[config.mk]
export PLATFORM = sky130hd
export DESIGN_NAME = interboard_tx_flat
export DESIGN_NICKNAME = d
export VERILOG_FILES = /design/src/rtl/interboard_pkg.sv /design/src/rtl/interboard_tx_if.sv /design/src/rtl/interboard_tx_ack_sync.sv /design/src/rtl/interboard_tx.sv /design/src/flat_wrapper.sv
export SDC_FILE = /design/constraint.sdc
export NUM_CORES = 1
export LEC_CHECK = 0
export CAP_MARGIN = 15
export CELL_PAD_IN_SITES_DETAIL_PLACEMENT = 0
export CELL_PAD_IN_SITES_GLOBAL_PLACEMENT = 2
export CORE_ASPECT_RATIO = 1.25
export CORE_MARGIN = 2
export CORE_UTILIZATION = 32
export DETAILED_ROUTE_END_ITERATION = 10
export PLACE_DENSITY = 0.78
export SLEW_MARGIN = 20
export SYNTH_ARGS = -nofsm -noshare
export SYNTH_HDL_FRONTEND = slang
export SYNTH_SLANG_ARGS = --single-unit
[constraint.sdc]
create_clock -name clk -period 2.1 [get_ports clk]
set_input_delay 0.42 -clock clk [delete_from_list [all_inputs] [get_ports clk]]
set_output_delay 0.42 -clock clk [all_outputs]
set_load 0.01 [all_outputs]
[src/rtl/interboard_pkg.sv]
// interboard_pkg
// Shared definitions for the inter-board serial link: frame length, the
// transmitter FSM state encoding, the message type codes that the game FSM
// and this link both use, and the parity/frame helpers.
package interboard_pkg;

    localparam int FRAME_BITS = 11;

    typedef enum logic [2:0] {
        ST_IDLE     = 3'd0,
        ST_SHIFT    = 3'd1,
        ST_WAIT_ACK = 3'd2,
        ST_DONE     = 3'd3,
        ST_FAIL     = 3'd4
    } tx_state_e;

    // Message type codes carried in the 3-bit type field.
    localparam logic [2:0] STATE_TURN = 3'd1;
    localparam logic [2:0] SEL_NUM    = 3'd2;
    localparam logic [2:0] STATE_WIN  = 3'd3;

    typedef struct packed {
        logic [2:0] msg_type;
        logic [4:0] number;
    } msg_t;

    // Even parity: the parity bit equals the XOR of the data bits.
    function automatic logic even_parity(input logic [7:0] data);
        return ^data;
    endfunction

    // Frame bit k is the k-th bit on the wire: start, type LSB first,
    // number LSB first, parity, stop.
    function automatic logic [FRAME_BITS-1:0] build_frame(input msg_t msg);
        return {1'b1, even_parity({msg.number, msg.msg_type}),
                msg.number, msg.msg_type, 1'b0};
    endfunction

endpackage

[src/rtl/interboard_tx_if.sv]
// interboard_tx_if
// Request/status bundle between the game controller (master) and the
// inter-board transmitter (slave).
//   transmit, ctrl_en, ctrl_msg_type, ctrl_number : master -> slave
//   inter_ready, busy, tx_fail, overflow          : slave -> master
interface interboard_tx_if;

    logic       transmit;
    logic       ctrl_en;
    logic [2:0] ctrl_msg_type;
    logic [4:0] ctrl_number;
    logic       inter_ready;
    logic       busy;
    logic       tx_fail;
    logic       overflow;

    modport master (
        output transmit, ctrl_en, ctrl_msg_type, ctrl_number,
        input  inter_ready, busy, tx_fail, overflow
    );

    modport slave (
        input  transmit, ctrl_en, ctrl_msg_type, ctrl_number,
        output inter_ready, busy, tx_fail, overflow
    );

endinterface

[src/rtl/interboard_tx_ack_sync.sv]
// ack_sync
// Two-flop synchroniser for an asynchronous level plus a rising-edge
// detector; shared with the inter-board receiver.
//   clk, rst : clock and synchronous active-high reset
//   async_in : asynchronous input level
//   rise     : one-cycle pulse on a synchronised rising edge
module ack_sync (
    input  logic clk,
    input  logic rst,
    input  logic async_in,
    output logic rise
);

    logic meta_r;
    logic sync_r;
    logic prev_r;

    // Synchroniser chain plus the delayed copy used for edge detection.
    always_ff @(posedge clk) begin
        if (rst) begin
            meta_r <= 1'b0;
            sync_r <= 1'b0;
            prev_r <= 1'b0;
        end else begin
            meta_r <= async_in;
            sync_r <= meta_r;
            prev_r <= sync_r;
        end
    end

    assign rise = sync_r & ~prev_r;

endmodule

[src/rtl/interboard_tx.sv]
// interboard_tx
// Serialises one {type, number} message per accepted request into an
// 11-bit framed, parity-protected word, waits for the peer acknowledge,
// retries on timeout and reports success (inter_ready) or failure (tx_fail).
// A single-entry holding buffer absorbs one request while busy.
//   clk, rst        : clock and synchronous active-high reset
//   interboard_rst  : peer-initiated reset, same effect as rst
//   peer_ack        : asynchronous acknowledge from the peer (rising edge)
//   tx_line         : serial output, idles high
//   ctrl            : request/status bundle (slave side)
module interboard_tx
    import interboard_pkg::*;
#(
    parameter int BIT_CYCLES  = 16,
    parameter int ACK_TIMEOUT = 4096,
    parameter int MAX_RETRY   = 3
) (
    input  logic             clk,
    input  logic             rst,
    input  logic             interboard_rst,
    input  logic             peer_ack,
    output logic             tx_line,
    interboard_tx_if.slave   ctrl
);

    localparam int CYC_W = (BIT_CYCLES > 1) ? $clog2(BIT_CYCLES) : 1;
    localparam int TMO_W = (ACK_TIMEOUT > 1) ? $clog2(ACK_TIMEOUT) : 1;
    localparam int RTY_W = (MAX_RETRY > 0) ? $clog2(MAX_RETRY + 1) : 1;

    localparam logic [CYC_W-1:0] CYC_LAST = CYC_W'(BIT_CYCLES - 1);
    localparam logic [CYC_W-1:0] CYC_ZERO = CYC_W'(0);
    localparam logic [CYC_W-1:0] CYC_ONE  = CYC_W'(1);
    localparam logic [TMO_W-1:0] TMO_LAST = TMO_W'(ACK_TIMEOUT - 1);
    localparam logic [TMO_W-1:0] TMO_ZERO = TMO_W'(0);
    localparam logic [TMO_W-1:0] TMO_ONE  = TMO_W'(1);
    localparam logic [RTY_W-1:0] RTY_MAX  = RTY_W'(MAX_RETRY);
    localparam logic [RTY_W-1:0] RTY_ZERO = RTY_W'(0);
    localparam logic [RTY_W-1:0] RTY_ONE  = RTY_W'(1);
    localparam logic [3:0]       BIT_LAST = 4'(FRAME_BITS - 1);

    tx_state_e               state_r;
    logic [FRAME_BITS-1:0]   frame_r;
    logic [FRAME_BITS-1:0]   buf_frame_r;
    logic                    buf_valid_r;
    logic [3:0]              bit_cnt_r;
    logic [CYC_W-1:0]        cyc_cnt_r;
    logic [TMO_W-1:0]        tmo_cnt_r;
    logic [RTY_W-1:0]        retry_cnt_r;
    logic                    tx_line_r;
    logic                    inter_ready_r;
    logic                    busy_r;
    logic                    tx_fail_r;
    logic                    overflow_r;

    logic                    reset_s;
    logic                    ack_rise_s;
    logic                    accept_s;
    msg_t                    req_msg_s;
    logic [FRAME_BITS-1:0]   req_frame_s;
    logic [FRAME_BITS-1:0]   launch_frame_s;
    logic                    launch_direct_s;
    logic                    launch_buf_s;
    logic                    launch_s;
    logic                    store_s;
    logic                    drop_s;
    logic [3:0]              next_bit_s;

    assign reset_s     = rst | interboard_rst;
    assign accept_s    = ctrl.ctrl_en & ctrl.transmit;
    assign req_msg_s   = {ctrl.ctrl_msg_type, ctrl.ctrl_number};
    assign req_frame_s = build_frame(req_msg_s);
    assign next_bit_s  = bit_cnt_r + 4'd1;

    ack_sync u_ack_sync (
        .clk      (clk),
        .rst      (reset_s),
        .async_in (peer_ack),
        .rise     (ack_rise_s)
    );

    // Decide whether a frame launches this cycle and what happens to a request.
    always_comb begin
        launch_direct_s = 1'b0;
        launch_buf_s    = 1'b0;
        case (state_r)
            ST_IDLE: begin
                if (buf_valid_r) begin
                    launch_buf_s = 1'b1;
                end else if (accept_s) begin
                    launch_direct_s = 1'b1;
                end else begin
                    launch_direct_s = 1'b0;
                end
            end
            ST_DONE, ST_FAIL: begin
                if (buf_valid_r) begin
                    launch_buf_s = 1'b1;
                end else begin
                    launch_buf_s = 1'b0;
                end
            end
            default: begin
                launch_direct_s = 1'b0;
                launch_buf_s    = 1'b0;
            end
        endcase
        launch_s       = launch_direct_s | launch_buf_s;
        launch_frame_s = launch_buf_s ? buf_frame_r : req_frame_s;
        // The buffer slot is free if empty or being drained this very cycle.
        store_s = accept_s & ~launch_direct_s & (~buf_valid_r | launch_buf_s);
        drop_s  = accept_s & ~launch_direct_s & buf_valid_r & ~launch_buf_s;
    end

    // Transmitter FSM, holding buffer and all registered outputs.
    always_ff @(posedge clk) begin
        if (reset_s) begin
            state_r       <= ST_IDLE;
            frame_r       <= {FRAME_BITS{1'b1}};
            buf_frame_r   <= {FRAME_BITS{1'b1}};
            buf_valid_r   <= 1'b0;
            bit_cnt_r     <= 4'd0;
            cyc_cnt_r     <= CYC_ZERO;
            tmo_cnt_r     <= TMO_ZERO;
            retry_cnt_r   <= RTY_ZERO;
            tx_line_r     <= 1'b1;
            inter_ready_r <= 1'b0;
            busy_r        <= 1'b0;
            tx_fail_r     <= 1'b0;
            overflow_r    <= 1'b0;
        end else begin
            inter_ready_r <= 1'b0;
            tx_fail_r     <= 1'b0;

            if (store_s) begin
                buf_frame_r <= req_frame_s;
                buf_valid_r <= 1'b1;
            end else if (launch_buf_s) begin
                buf_valid_r <= 1'b0;
            end

            if (drop_s) begin
                overflow_r <= 1'b1;
            end

            case (state_r)
                ST_IDLE, ST_DONE, ST_FAIL: begin
                    if (launch_s) begin
                        state_r     <= ST_SHIFT;
                        frame_r     <= launch_frame_s;
                        bit_cnt_r   <= 4'd0;
                        cyc_cnt_r   <= CYC_ZERO;
                        retry_cnt_r <= RTY_ZERO;
                        tx_line_r   <= launch_frame_s[0];
                        busy_r      <= 1'b1;
                    end else begin
                        state_r   <= ST_IDLE;
                        tx_line_r <= 1'b1;
                        // A request taken during DONE/FAIL keeps busy up.
                        busy_r    <= store_s;
                    end
                end
                ST_SHIFT: begin
                    if (cyc_cnt_r == CYC_LAST) begin
                        cyc_cnt_r <= CYC_ZERO;
                        if (bit_cnt_r == BIT_LAST) begin
                            state_r   <= ST_WAIT_ACK;
                            tmo_cnt_r <= TMO_ZERO;
                            tx_line_r <= 1'b1;
                        end else begin
                            bit_cnt_r <= next_bit_s;
                            tx_line_r <= frame_r[next_bit_s];
                        end
                    end else begin
                        cyc_cnt_r <= cyc_cnt_r + CYC_ONE;
                    end
                end
                ST_WAIT_ACK: begin
                    if (ack_rise_s) begin
                        state_r       <= ST_DONE;
                        inter_ready_r <= 1'b1;
                    end else if (tmo_cnt_r == TMO_LAST) begin
                        if (retry_cnt_r < RTY_MAX) begin
                            retry_cnt_r <= retry_cnt_r + RTY_ONE;
                            state_r     <= ST_SHIFT;
                            bit_cnt_r   <= 4'd0;
                            cyc_cnt_r   <= CYC_ZERO;
                            tx_line_r   <= frame_r[0];
                        end else begin
                            state_r   <= ST_FAIL;
                            tx_fail_r <= 1'b1;
                        end
                    end else begin
                        tmo_cnt_r <= tmo_cnt_r + TMO_ONE;
                    end
                end
                default: begin
                    state_r   <= ST_IDLE;
                    tx_line_r <= 1'b1;
                    busy_r    <= 1'b0;
                end
            endcase
        end
    end

    assign tx_line          = tx_line_r;
    assign ctrl.inter_ready = inter_ready_r;
    assign ctrl.busy        = busy_r;
    assign ctrl.tx_fail     = tx_fail_r;
    assign ctrl.overflow    = overflow_r;

endmodule

[src/flat_wrapper.sv]
// flat-port wrapper written by rule: the top's interface ports become plain ports
module interboard_tx_flat import interboard_pkg::*;
#(
    parameter int BIT_CYCLES  = 16,
    parameter int ACK_TIMEOUT = 4096,
    parameter int MAX_RETRY   = 3
)
  (clk, rst, interboard_rst, peer_ack, tx_line, ctrl_transmit, ctrl_ctrl_en, ctrl_ctrl_msg_type, ctrl_ctrl_number, ctrl_inter_ready, ctrl_busy, ctrl_tx_fail, ctrl_overflow);
  interboard_tx_if ctrl_i ();
  input  logic clk;
  input  logic rst;
  input  logic interboard_rst;
  input  logic peer_ack;
  output logic tx_line;
  input wire logic [$bits(ctrl_i.transmit)-1:0] ctrl_transmit;
  input wire logic [$bits(ctrl_i.ctrl_en)-1:0] ctrl_ctrl_en;
  input wire logic [$bits(ctrl_i.ctrl_msg_type)-1:0] ctrl_ctrl_msg_type;
  input wire logic [$bits(ctrl_i.ctrl_number)-1:0] ctrl_ctrl_number;
  output wire logic [$bits(ctrl_i.inter_ready)-1:0] ctrl_inter_ready;
  output wire logic [$bits(ctrl_i.busy)-1:0] ctrl_busy;
  output wire logic [$bits(ctrl_i.tx_fail)-1:0] ctrl_tx_fail;
  output wire logic [$bits(ctrl_i.overflow)-1:0] ctrl_overflow;
  assign ctrl_i.transmit = ctrl_transmit;
  assign ctrl_i.ctrl_en = ctrl_ctrl_en;
  assign ctrl_i.ctrl_msg_type = ctrl_ctrl_msg_type;
  assign ctrl_i.ctrl_number = ctrl_ctrl_number;
  assign ctrl_inter_ready = ctrl_i.inter_ready;
  assign ctrl_busy = ctrl_i.busy;
  assign ctrl_tx_fail = ctrl_i.tx_fail;
  assign ctrl_overflow = ctrl_i.overflow;
  interboard_tx #(.BIT_CYCLES(BIT_CYCLES), .ACK_TIMEOUT(ACK_TIMEOUT), .MAX_RETRY(MAX_RETRY)) u_core (.clk(clk), .rst(rst), .interboard_rst(interboard_rst), .peer_ack(peer_ack), .tx_line(tx_line), .ctrl(ctrl_i));
endmodule
# == Yosys cells after proc, flatten, opt, wreduce, memory -nomap -nowiden ==
# Cells that the tools add are included.
# word_totals
reg_bits,55
latchBits,0
ramBits,0
mem_bits_ro,0
inputBits,14
output_inout_bits,5
wordCells,117
memories,0
# op_classes
addsub,4
mul,0
n_div,0
n_lt_le_gt_ge,2
eq_ne,16
shifts,0
muxes,47
bitwise,15
reduce_logical,17
# op_table
operator,n
$mux 12,4
$mux 4,7
$pmux 12 s2,1
$pmux 4 s3,2
$mux 1,18
$mux 3,5
$reduce_and 5->1,3
$add 12x1->12 const B,1
$eq 12x12->1 const B,1
$mux 10,1
$ne 2x1->1 const B,5
$pmux 3 s3,1
$add 4x1->4 const B,2
$eq 4x4->1 const B,2
$mux 2,4
$reduce_xor 8->1,1
$reduce_and 7->1,1
$and 1x1->1,6
$eq 3x2->1 const B,2
$ne 2x2->1 const B,3
$not 1->1,6
$reduce_bool 2->1,3
$lt 4x5->1 const B,1
$bmux 1 s4,1
17 further kinds,20

# == Logic depth before layout (Yosys ltp) ==
# logic_depth
depth_word,9
mapped_depth,8
mapped_depth_nobuf,7

# == By module ==
# Synthesis repeated with hierarchy kept, for this count alone.
# hier_totals
hier_cells,309
area_unflattened_um2,2766.4
# by_module_without_submodules
mod,n_inst,cells_per_inst,area_per_inst_um2,seq_area_each_um2
interboard_tx,1,302,2678.8,1021.0
ack_sync,1,7,87.6,60.1

# == Least setup slack after synthesis ==
# No wires, ideal clock.
# synth_path
kind,reg2reg
from,reg u_core.bit_cnt_r[0]
to,reg u_core.bit_cnt_r[2]
setup_time_ns,0.070
arrival_ns,1.952
t_required_ns,2.030
path_slack_ns,0.078
stages_incl_launch_ff,8
path_buffers,0
period_less_slack_ns,2.022
path_cell_list,dfxtp_1 -> inv_1 -> ha_1 -> and3b_1 -> and2_1 -> a211o_1 -> or4_1 -> a21oi_1
# synth_via
elab_chain_len,4
elab_cells_between_ends,7
classes_between,add/sub (1); eq/ne (2); mux (3); reduce/logical (1)
# synth_lines
item,line_no,rtl
"start, declared",interboard_tx.sv:45,logic [3:0] bit_cnt_r;
"start signal, assigned",interboard_tx.sv:170,bit_cnt_r <= next_bit_s;
$add 4x1->4,interboard_tx.sv:72,assign next_bit_s = bit_cnt_r + 4'd1;
$mux 4,interboard_tx.sv:165,if (bit_cnt_r == BIT_LAST) begin
$mux 4,interboard_tx.sv:163,if (cyc_cnt_r == CYC_LAST) begin
$pmux 4 s3,interboard_tx.sv:145,case (state_r)
# Parallel ways exist; a longest one is shown, timed or not. The select of a mux whose other input is x is not followed.
# A chain may end at the register's enable or synchronous reset.

# == Final worst setup path ==
# layout_path
from,reg u_core.bit_cnt_r[0]
to,"reg u_core.tx_line_r, in the netlist u_core.tx_line"
# layout_via
elab_chain_len,6
elab_cells_between_ends,7
classes_between,add/sub (1); eq/ne (1); mux (5)
# layout_lines
item,line_no,rtl
$add 4x1->4,interboard_tx.sv:72,
$bmux 1 s4,interboard_tx.sv:171,tx_line_r <= frame_r[next_bit_s];
$mux 1 (not written as such),interboard_tx.sv:171,
$mux 1 (*),interboard_tx.sv:165,
$mux 1 (*),interboard_tx.sv:163,
$pmux 1 s3 (*),interboard_tx.sv:145,
"end signal, assigned",interboard_tx.sv:153,tx_line_r <= launch_frame_s[0];
"end signal, assigned",interboard_tx.sv:171,
"end signal, assigned",interboard_tx.sv:187,tx_line_r <= frame_r[0];
"end, declared",interboard_tx.sv:49,logic tx_line_r;
# Mark *: on every way between the ends. The rest lies on a longest branch, timed or not. The select of a mux whose other input is x is not followed.

==> results.txt <==
- Syn nets: 319
* Overflow left after global routing: 0
- Hold timing on the final database bottoms out at a slack of 426 ps.
- The worst setup path is of the reg -> reg kind.
- Static leakage: 1.20 nW
* Final critical-path share of the clock period: 95.6%
- After synthesis, the largest area contributor takes up 41.4% of total cell area.
- Finish-stage setup viols: 0
- Headroom to the max-slew limit came out at 65.5%.
* Floorplan die height: 105 um
- Worst hold path type: reg -> reg
* Area used by sequential logic in the layout: 1080 sq um
- Fin crit period: 2010 ps
- Before CTS, the worst setup slack after placement is -248 ps.
* Sinks on the clock net: 54
* Post-detailed-route DRC marker count: 0
- Detailed-routing iteration count for the pre-antenna-repair pass: 4
- The die covers 8900 sq um.
- Cts bufs inserted: 5
* Status: completed
* Area occupied by multi-input gates: 1450 sq um
* Kind of end point of the critical path: flop
- Summing all non-filler instances in the final layout gives an area of 3160 sq um.
- Number of hold-slack violations in the final timing report: 0
- The number of antenna violations at the first check in global routing is 0.
- TritonCTS built the clock tree.
- Of all flip-flops after synthesis, the portion carrying an async set or reset was 0%.
- Total Wirelength: 5910 um
* # nets final: 358
- Largest driver fanout on the critical path: 7
- The H-tree was split into 2 levels.
- Number of filler instances in the final layout: 827
- Across every metal layer, demand over resource in global routing totals 14.1%.
- The synthesized design contains 54 register bits.
- The via count of the first global-routing pass was 2135.
- The core region is 7840 sq um.
- Average instance area after synthesis: 8.70 sq um
- In this run the tool buffered the top-level ports with 18 buffer cells.
* Worst skew pair latency: 320 ps
- After synthesis, the cell types taking the most area are sky130_fd_sc_hd__dfxtp_1 41%, sky130_fd_sc_hd__nor2_1 4.9%, sky130_fd_sc_hd__xnor2_1 4.7%.
- In the final routed layout, each cell accounts on average for 13.6 um.
- For this design, the CTS-stage hold fixing added 0 buffers.
* Actual slew at the worst max-slew pin: 518 ps
- Synth warnings: 0
- Critical path required time: 2300 ps
- Cell variety after synth: 51
- Counting flops with a built-in enable in the synthesized netlist gives 0.
- Floorplan die width: 84.8 um
* Maximum count of clock buffers along a single path: 2
- The root buffer cell chosen for the clock tree is sky130_fd_sc_hd__clkbuf_8.
* Detailed Route Iter0 Violations: 83
- STA classifies the critical path startpoint as a flop.
- In this run the core area contains 36 standard-cell rows.
- Clock skew on the completed layout was measured at 19.1 ps.
- At the end of routability-driven placement, the weighted congestion stood at 0.764.
- Unrepaired setup endpoints after global routing: no
- Sequential cell area fraction in the yosys report: 41.4%
* Max-Cap Viols: 0
- Total chip power: 1.80 mW
- Max Clock Freq: 498 MHz
- Setup ws final: 91.6 ps
- The first global-routing pass estimated 10200 um of wire.
- Max-slew violation total from the final report: 0
* Prevailing post-synth register cell: sky130_fd_sc_hd__dfxtp_1
- The synthesized design spends more area on one cell type than any other, namely sky130_fd_sc_hd__dfxtp_1.
- Summed over all nets, the half-perimeter wirelength after detailed placement is 4400 um.
* Cell Pwr Density: 571 nW/um^2
* Ratio of cells with drive above 1 in the final layout: 13.5%
- Maximum number of pins on one net before global-route repair: 27
- After synthesis, the most frequently instantiated cells are 54 x sky130_fd_sc_hd__dfxtp_1, 34 x sky130_fd_sc_hd__nor2_1, 27 x sky130_fd_sc_hd__nand2_1.
* N_diodes: 0
- The cell count after synthesis came out at 300.
- Via density: 5.15
- DRT antenna net count: 0
* Most frequently used cell type in the post-synthesis netlist: sky130_fd_sc_hd__dfxtp_1
* Number of vias after detailed routing: 2240
- Data arrival time at the worst-slack endpoint: 2210 ps
- Number of top-level pins: 19
* Starting Density: 33.3%
- The mapped netlist covers 2610 sq um.
- Total cell area at the placement stage: 3050 sq um
- Clock-pin slew was measured on the worst setup and hold paths at 110 ps.
- Area overhead of the layout relative to synthesis: 21.2%
- The worst-case IR drop observed on VDD is 0.370 mV.
[power by group]
group | internal [mW] | leakage, nW | switching (mW)
Clock | 0.236 | 0.0483 | 0.366
Sequential | 1.03 | 0.437 | 0.00732
Combinational | 0.0821 | 0.711 | 0.0798
Total | 1.35 | 1.20 | 0.453
[stage by stage]
stage | instances | util [%] | TNS [ps]
2_1_floorplan | 300 | - | 0
3_3_place_gp | 427 | 38.9 | -801
3_5_place_dp | 427 | 38.9 | -952
4_1_cts | 435 | 40.1 | 0
5_1_grt | 435 | 40.3 | 0
6_report | 435 | 40.3 | 0
[flip-flops by register name, indices dropped and copies added (netlist names)]
signal and count:
u_core.buf_valid_r 1, u_core.u_ack_sync.sync_r 1, u_core.u_ack_sync.meta_r 1, u_core.cyc_cnt_r 4
u_core.state_r 3, u_core.ctrl.tx_fail 1, u_core.u_ack_sync.prev_r 1, u_core.ctrl.overflow 1
u_core.bit_cnt_r 4, u_core.retry_cnt_r 2, u_core.frame_r 10, u_core.ctrl.inter_ready 1
u_core.ctrl.busy 1, u_core.tx_line 1, u_core.buf_frame_r 10, u_core.tmo_cnt_r 12
[worst max-delay path, stage by stage (launching register included)]
cell and delay [ps]:
sky130_fd_sc_hd__dfxtp_1 340, sky130_fd_sc_hd__buf_4 160, sky130_fd_sc_hd__ha_1 210, sky130_fd_sc_hd__xor2_1 210
sky130_fd_sc_hd__a2111oi_1 70, sky130_fd_sc_hd__buf_4 150, sky130_fd_sc_hd__or4_1 460, sky130_fd_sc_hd__o41a_1 310
[final timing paths]
path,endpoint,cells past startpoint,startpoint,slack (ps)
max reg2reg,u_core.tx_line$_SDFFE_PP1P_,7,u_core.bit_cnt_r[0]$_SDFFE_PP0P_,90
min,u_core.u_ack_sync.sync_r$_SDFF_PP0_,1,u_core.u_ack_sync.meta_r$_SDFF_PP0_,430
min reg2reg,u_core.u_ack_sync.sync_r$_SDFF_PP0_,1,u_core.u_ack_sync.meta_r$_SDFF_PP0_,430
max,u_core.tx_line$_SDFFE_PP1P_,7,u_core.bit_cnt_r[0]$_SDFFE_PP0P_,90
[cell families (layout without fill, tap and decap cells)]
family	after synthesis	after routing	synth area share [%]
flip-flops	54	54	41.4
AND/OR/NAND/NOR	127	127	25.3
buffers and inverters	18	58	3.74
multiplexers	11	11	5.18
adder cells (fa/ha/maj)	5	5	2.40
XOR/XNOR	19	19	6.38
AO/OA/AOI/OAI	66	66	15.6
[layout make-up]
type / instances / share of cell area, %
multi-input cells: 228 / 45.9
flip-flops and latches: 54 / 34.2
repair buffers: 47 / 13.0
well taps: 95 / 3.76
clock buffers: 5 / 2.18
clock inverters: 3 / 0.594
inverters: 3 / 0.356
[placed cells by master (no fill, tap or decap), types with 3 or more instances in the layout]
master                            Yosys  routed
sky130_fd_sc_hd__dfxtp_1             54      54
sky130_fd_sc_hd__nor2_1              34      34
sky130_fd_sc_hd__buf_4                1      28
sky130_fd_sc_hd__nand2_1             27      27
sky130_fd_sc_hd__o21ai_0             24      23
sky130_fd_sc_hd__clkdlybuf4s50_1      0      18
sky130_fd_sc_hd__a21oi_1             16      16
sky130_fd_sc_hd__xnor2_1             14      14
sky130_fd_sc_hd__nand3_1             12      12
sky130_fd_sc_hd__o22ai_1              9       9
sky130_fd_sc_hd__mux2i_1              9       9
sky130_fd_sc_hd__and2_1               6       7
sky130_fd_sc_hd__nor3_1               7       7
sky130_fd_sc_hd__nor4_1               5       5
sky130_fd_sc_hd__xor2_1               5       5
sky130_fd_sc_hd__or4_1                5       5
sky130_fd_sc_hd__clkbuf_8             0       5
sky130_fd_sc_hd__nand2b_1             4       4
sky130_fd_sc_hd__nand4_1              4       4
sky130_fd_sc_hd__ha_1                 5       4
sky130_fd_sc_hd__inv_1                3       3
sky130_fd_sc_hd__and3_1               3       3
sky130_fd_sc_hd__nor2b_1              3       3
sky130_fd_sc_hd__nand3b_1             3       3
[metal layers]
metal  up-vias  global-route usage (%)  routed length, um
li1       1160                       -                  -
met4         0                    4.42                 72
met3         7                    2.45                121
met5         -                       0                  0
met2        23                    25.1               3050
met1      1050                    17.2               2660
[what timing repair did]
action	CTS	global route
buffers inserted	0	0
endpoints found under the setup margin	0	3
gates resized for setup	0	5
Note: power is estimated with default switching activity, not from simulation.
